## src/rtl/serdes_var.sv

```systemverilog
// serdes_var
// Moves a runtime-selected number of W-bit words between a stream port and an
// N-word parallel buffer owned by the caller. The block can serialise,
// deserialise, or do both in the same step. The buffer is rotated one word
// toward word 0 on every transfer step. With ALIGN=1, a partial transfer is
// followed by pure rotations. This leaves the transferred words at positions
// 0..len-1.
//
// Ports
//   clk, rst                 clock (rising edge), async active-low reset
//   cmd_startSer/Des         operation request, accepted only while idle
//   cmd_len                  words to move; 0 or >N means N
//   cmd_canReceive           idle, so a command would be accepted
//   cmd_done                 one-cycle pulse in the final cycle of an operation
//   buffer_read/write        owner's buffer in / next buffer value out
//   des, des_isReady,        inbound stream
//   des_canReceive, des_isLast
//   ser, ser_isReady,        outbound stream (ser is always word 0)
//   ser_canReceive, ser_isLast
module serdes_var #(
    parameter int W     = 64,
    parameter int N     = 4,
    parameter int ALIGN = 1,
    localparam int LW   = $clog2(N + 1)
) (
    input  logic           clk,
    input  logic           rst,
    input  logic           cmd_startSer,
    input  logic           cmd_startDes,
    input  logic [LW-1:0]  cmd_len,
    output logic           cmd_canReceive,
    output logic           cmd_done,
    input  logic [W*N-1:0] buffer_read,
    output logic [W*N-1:0] buffer_write,
    input  logic [W-1:0]   des,
    input  logic           des_isReady,
    output logic           des_canReceive,
    output logic           des_isLast,
    output logic [W-1:0]   ser,
    output logic           ser_isReady,
    input  logic           ser_canReceive,
    output logic           ser_isLast
);

    typedef enum logic [1:0] {IDLE, XFER, ALIGNING} state_t;

    localparam logic [LW-1:0] N_LW = LW'(N);
    localparam logic [LW-1:0] ONE  = LW'(1);

    state_t        state, state_next;
    logic          is_ser, is_des;
    logic [LW-1:0] rem, alg;

    logic          acc, step, last, in_xfer, in_align;
    logic [LW-1:0] len;
    logic [W-1:0]  word0, rot_in;
    logic [W*N-1:0] rotated;

    assign in_xfer  = (state == XFER);
    assign in_align = (state == ALIGNING);
    assign acc      = (state == IDLE) & (cmd_startSer | cmd_startDes);

    // A length of 0 selects the full buffer. Lengths above N saturate.
    assign len = ((cmd_len == '0) || (cmd_len > N_LW)) ? N_LW : cmd_len;

    assign word0 = buffer_read[W-1:0];
    assign ser   = word0;

    assign step = in_xfer & (~is_des | des_isReady) & (~is_ser | ser_canReceive);
    assign last = step & (rem == ONE);

    assign ser_isReady    = in_xfer & is_ser & (~is_des | des_isReady);
    assign des_canReceive = in_xfer & is_des & (~is_ser | ser_canReceive);
    assign ser_isLast     = last;
    assign des_isLast     = last;
    assign cmd_canReceive = (state == IDLE);
    assign cmd_done       = (last & (alg == '0)) | (in_align & (alg == ONE));

    // The word entering at the top comes from the inbound stream only during a
    // deserialising step. Otherwise word 0 wraps around.
    assign rot_in = (in_xfer && is_des) ? des : word0;

    // Rotate toward word 0. Written per word so that N=1 needs no special case.
    generate
        for (genvar gi = 0; gi < N - 1; gi++) begin : g_rot
            assign rotated[W*gi +: W] = buffer_read[W*(gi+1) +: W];
        end
    endgenerate
    assign rotated[W*(N-1) +: W] = rot_in;

    assign buffer_write = (step | in_align) ? rotated : buffer_read;

    always_comb begin
        state_next = state;
        case (state)
            IDLE:     if (acc) state_next = XFER;
            XFER:     if (last) state_next = (alg == '0) ? IDLE : ALIGNING;
            ALIGNING: if (alg == ONE) state_next = IDLE;
            default:  state_next = IDLE;
        endcase
    end

    always_ff @(posedge clk or negedge rst) begin
        if (!rst) begin
            state  <= IDLE;
            is_ser <= 1'b0;
            is_des <= 1'b0;
            rem    <= '0;
            alg    <= '0;
        end else begin
            state <= state_next;
            if (acc) begin
                is_ser <= cmd_startSer;
                is_des <= cmd_startDes;
                rem    <= len;
                alg    <= (ALIGN != 0) ? (N_LW - len) : '0;
            end
            if (step) rem <= rem - ONE;
            if (in_align) alg <= alg - ONE;
        end
    end

endmodule

```

## config.mk

```make
export PLATFORM = sky130hd
export DESIGN_NAME = serdes_var
export DESIGN_NICKNAME = d
export VERILOG_FILES = /design/src/rtl/serdes_var.sv
export SDC_FILE = /design/constraint.sdc
export NUM_CORES = 1
export LEC_CHECK = 0
export CAP_MARGIN = 30
export CELL_PAD_IN_SITES_DETAIL_PLACEMENT = 1
export CELL_PAD_IN_SITES_GLOBAL_PLACEMENT = 1
export CORE_AREA = 2 2 255 257
export DETAILED_ROUTE_END_ITERATION = 10
export DIE_AREA = 0 0 257 259
export GPL_ROUTABILITY_DRIVEN = 0
export PLACE_DENSITY = 0.45
export RECOVER_POWER = 100
export SYNTH_ARGS = -nofsm -noshare
export SYNTH_HDL_FRONTEND = slang
export SYNTH_SLANG_ARGS = --single-unit
```

## constraint.sdc

```tcl
create_clock -name clk -period 4 [get_ports clk]
set_input_delay 0.6 -clock clk [delete_from_list [all_inputs] [get_ports clk]]
set_output_delay 0.6 -clock clk [all_outputs]
set_load 0.02 [all_outputs]
```

After elaboration in Yosys (flattened, before gate mapping)
Index checks and enable logic that the tools add are counted.

cells by class
  order comparisons = 1
  bitwise operators = 17
  add/sub/neg operators = 3
  reductions and logical operators = 8
  mux-type cells = 12
  equal/unequal tests = 7

operators with widths
  cell                   count
  $mux W256              1
  $mux W64               1
  $mux W3                5
  $and A1 B1 Y1          10
  $mux W2                4
  $eq A3 B1 Y1 const B   2
  $logic_not A3 Y1       2
  $pmux W2 S3            1
  $sub A3 B1 Y3 const B  2
  $or A1 B1 Y1           5
  $ne A2 B1 Y1 const B   2
  $reduce_bool A2 Y1     2
  $gt A3 B3 Y1 const B   1
  $reduce_and A3 Y1      1
  $sub A3 B3 Y3 const A  1
  $eq A2 B1 Y1 const B   1
  $eq A2 B2 Y1 const B   1
  $logic_not A2 Y1       1
  $ne A2 B2 Y1 const B   1
  $not A1 Y1             2
  $logic_and A1 B1 Y1    1
  $logic_or A1 B1 Y1     1

storage, ports and cells
  bits of input ports = 329
  word-level logic and storage cells = 53
  output and inout bits = 326
  flip-flop bits (word level) = 10

Logic depth before layout (Yosys ltp)
  word-level depth = 7
  mapped depth = 8
  gate-level depth less buffers = 8

Worst setup path before layout
No wires, ideal clock.

  path type = in2out
  from = input ser_canReceive
  to = output buffer_write[100]
  cell stages on the path = 6
  data required time = 3.400 ns
  buffers on the path = 3
  arrival time = 1.819 ns
  path slack = 1.581 ns
  cells stage by stage = nand2b_1 -> a31oi_4 -> buf_6 -> buf_8 -> buf_8 -> mux2_4

on the way
  cells in the longest elaborated chain, start to end = 4

RTL lines
  element          line  source
  start, declared  41    input logic ser_canReceive,
  $or A1 B1 Y1     69    assign step = in_xfer & (~is_des | des_isReady) & (~is_ser | ser_canReceive);
  $and A1 B1 Y1    69
  $or A1 B1 Y1     91    assign buffer_write = (step | in_align) ? rotated : buffer_read;
  $mux W256        91
  end, declared    34    output logic [W*N-1:0] buffer_write,

No other way between the ends.

Final worst setup path
  from = input ser_canReceive
  to = output buffer_write[154]

Same word-level chain as after synthesis.

==> impl_results.md <==
* Result of the run: complete, no violations
* Nets@finish at 1481
* Highest clock rate at 264 MHz
* Number of gates resized after CTS at 0
* Most frequent cell after synthesis: sky130_fd_sc_hd__mux2_4
* Worst vdd ir at 0.235 mV
* Detailed placement HPWL at 31.5 mm
* Number of synthesized flops with an enable pin at 0
* Worst Tran Pin Value at 0.815 ns
* Number of buffers created by CTS at 3
* Number of global-route vias before repair at 7176
* Count of buffers from port buffering at 654
* Total number of H-tree levels at 1
* Cell row count at 93
* Vias/cell at 3.28
* First-iteration detailed-routing DRC count at 140
* Die Outline Area at 66600 um^2
* Data arrival at the endpoint of the critical path at 3.19 ns
* Period Utilization, post-route at 0.947
* Number of nets in the synthesized netlist at 902
* Fraction of final layout cells sized beyond drive strength 1 at 0.181
* Startpoint Class: input pin
* Global route total overflow at 0
* Reg-to-reg startpoint: state[1]$_DFFE_PN0P_
* Min setup slack post-route at 0.210 ns
* Area of the core at 63900 um^2
* Footprint of the multi-input gates at 4150 um^2
* Number of clock sinks seen by CTS at 10
* Dominant combinational cell family by area after synthesis: multiplexers
* Final WL at 35.1 mm
* Setup Fix Bufs, Post-CTS at 0
* Total number of vias at 6558
* Top cell types by occurrence after synthesis: sky130_fd_sc_hd__mux2_4, sky130_fd_sc_hd__nand2_1, sky130_fd_sc_hd__buf_4
* Area share of xor/xnor cells in the synthesized design at 0.00166
* Total of fill cells in the finished design at 7402
* Leak pwr at 0.00508 uW
* Initial antenna violation count at 0
* Drt drc at 0
* Register-to-register setup slack at 2.37 ns
* Maximum count of clock buffers along a single path at 2
* Post-synthesis cell count at 566
* Clock root buffer master: sky130_fd_sc_hd__clkbuf_16
* Worst hold path type: reg2reg
* Sequential element share of the synthesized area at 0.0475
* Worst-skew pair later-pin latency at 0.24 ns
* Maximum number of pins on one net before global-route repair at 47
* Worst clock skew at 0.00252 ns
* Adder and majority cell fraction of the synthesized area at 0.0166
* Number of flip-flops and latches in the synthesized netlist at 10
* X dimension of the die at 257 um
* Routed len/inst at 17.5 um
* Number of hold buffers added after CTS at 0
* Die H at 259 um
* Data required time of the critical path at 3.40 ns
* CTS tree: yes
* Post-Syn Area per Cell at 9.31 um^2
* Number of top-level pins at 655
* Final-report setup violation count at 0
* Crit. End Element: output pin
* Maximum capacitance violations at 0
* First-pass DRT Iterations at 4
* Antenna diode count at 0
* Final hold violation count at 0
* Yosys Warn Count at 0
* Total standard cell area after synthesis at 5270 um^2
* Depth of the most critical reg-to-reg path at 4
* Cell taking the most area after synthesis: sky130_fd_sc_hd__mux2_4
* Fraction of the mapped netlist area in simple logic gates at 0.0796
* End point of the worst hold path: is_ser$_DFFE_PN0P_
* Number of instances on the worst hold path at 2
* Total Neg Setup Slack at 0 ns
* ANT nets after route at 0
* Starting density of the core at 0.0825
* Setup repair after global routing missed its margin: no
* Portion of netlist area occupied by mux cells at 0.603
* Worst Path Max Fanout at 46
* Worst Min Path Start: is_ser$_DFFE_PN0P_
* Clock-pin slew reported for the worst setup and hold paths after clock tree synthesis at 0.04 ns
* Global-route wire length before repair at 48.7 mm
* Worst slack at placement at 0.363 ns
* Slew Limit Fails at 0
* Number of unique standard cell types used by synthesis at 37
* Area taken by flip-flops and latches at 250 um^2
* Top cells by area in the synthesized netlist: sky130_fd_sc_hd__mux2_4, sky130_fd_sc_hd__mux2_2, sky130_fd_sc_hd__mux2i_1, sky130_fd_sc_hd__buf_4, sky130_fd_sc_hd__o21ai_0
* Complex-gate fraction of the synthesized area at 0.0869
* Syn-to-layout area delta at 135%
* Post-synthesis async set-or-reset flop share at 1.00
* Power density over the cells at 669 nW/um^2
* Worst setup path category: in2out
* Dominant synthesized flop cell: sky130_fd_sc_hd__dfrtp_1
* Max-Slew Margin vs Limit at 0.451
* All-layer global routing usage at 0.0963
* Reg2reg end: rem[0]$_DFFE_PN0P_
* Top cell type's share of synthesized area at 0.285
* Period minus WS final at 3.79 ns
worst max-delay path, cell delays in order:
cell and delay [ns]:
sky130_fd_sc_hd__dlygate4sd3_1 0.56, sky130_fd_sc_hd__nand2b_1 0.20, sky130_fd_sc_hd__a31oi_4 0.27, sky130_fd_sc_hd__buf_12 0.29, sky130_fd_sc_hd__buf_12 0.23, sky130_fd_sc_hd__mux2_4 0.32, sky130_fd_sc_hd__dlygate4sd3_1 0.65
worst max-delay path by stage:
stage | start | end | depth (start not counted) | slack, ns
5_1_grt | ser_canReceive | buffer_write[40] | 7 | 0.14
3_5_place_dp | des_isReady | buffer_write[191] | 7 | 0.36
3_3_place_gp | ser_canReceive | buffer_write[191] | 7 | 0.36
6_report | ser_canReceive | buffer_write[154] | 7 | 0.21
2_1_floorplan | ser_canReceive | buffer_write[100] | 6 | 1.58
4_1_cts | des_isReady | buffer_write[191] | 7 | 0.35
layout make-up:
type / instances / area share
tap: 855 / 0.0863
timing repair buffer: 681 / 0.550
sequential: 10 / 0.0202
multi-input combinational: 443 / 0.335
clock buffer: 4 / 0.00717
inverter: 6 / 0.00182
placed cells by master, fill, tap and decap left out, types with 2 or more instances in the layout:
cell type	Yosys	routed
sky130_fd_sc_hd__mux2_4	100	100
sky130_fd_sc_hd__buf_4	72	22
sky130_fd_sc_hd__a21oi_1	2	2
sky130_fd_sc_hd__clkbuf_16	0	3
sky130_fd_sc_hd__o211ai_1	3	3
sky130_fd_sc_hd__nand2b_1	7	7
sky130_fd_sc_hd__nand2_1	73	72
sky130_fd_sc_hd__mux2_1	22	22
sky130_fd_sc_hd__nor2b_1	3	3
sky130_fd_sc_hd__mux2_2	70	70
sky130_fd_sc_hd__dlygate4sd3_1	0	244
sky130_fd_sc_hd__clkdlybuf4s50_1	0	410
sky130_fd_sc_hd__buf_12	0	5
sky130_fd_sc_hd__o21ai_0	67	68
sky130_fd_sc_hd__inv_1	6	6
sky130_fd_sc_hd__nand3_1	3	3
sky130_fd_sc_hd__ha_1	7	7
sky130_fd_sc_hd__nor2_1	5	5
sky130_fd_sc_hd__mux2i_1	64	64
sky130_fd_sc_hd__dfrtp_1	10	10
sequential cells by signal (all words and copies together), names as in the netlist:
| register | count |
|---|---|
| alg | 3 |
| is_des | 1 |
| is_ser | 1 |
| rem | 3 |
| state | 2 |
where the power goes:
group	total (uW)	switching [uW]	internal [uW]
Combinational	7900	4030	3860
Clock	203	51.8	151
Sequential	194	43.3	151
Total	8290	4130	4160
stage by stage:
step	cell area [um^2]	utilization	hold WS, ns	total power, uW	std cells
after floorplan	5270	-	0.304	5140	566
after global placement	12300	0.193	0.495	8590	1995
after detailed placement	12300	0.193	0.509	8590	1995
after CTS	12400	0.194	0.518	8830	1999
after global routing	12400	0.194	0.528	8790	1999
final	12400	0.194	0.516	8290	1999
routing by layer:
| metal | track usage | wire length, um |
|---|---|---|
| met1 | 0.0997 | 12800 |
| met2 | 0.192 | 18900 |
| met3 | 0.0279 | 2750 |
| met4 | 0.0163 | 568 |
| met5 | 0 | 0 |
logic make-up after synthesis:
family	count (synthesis)
XOR/XNOR	1
adder cells (fa/ha/maj)	7
AND/OR/NAND/NOR	97
flip-flops	10
buffers and inverters	113
AO/OA/AOI/OAI	82
multiplexers	256
Note: power is estimated with default switching activity, not from simulation.
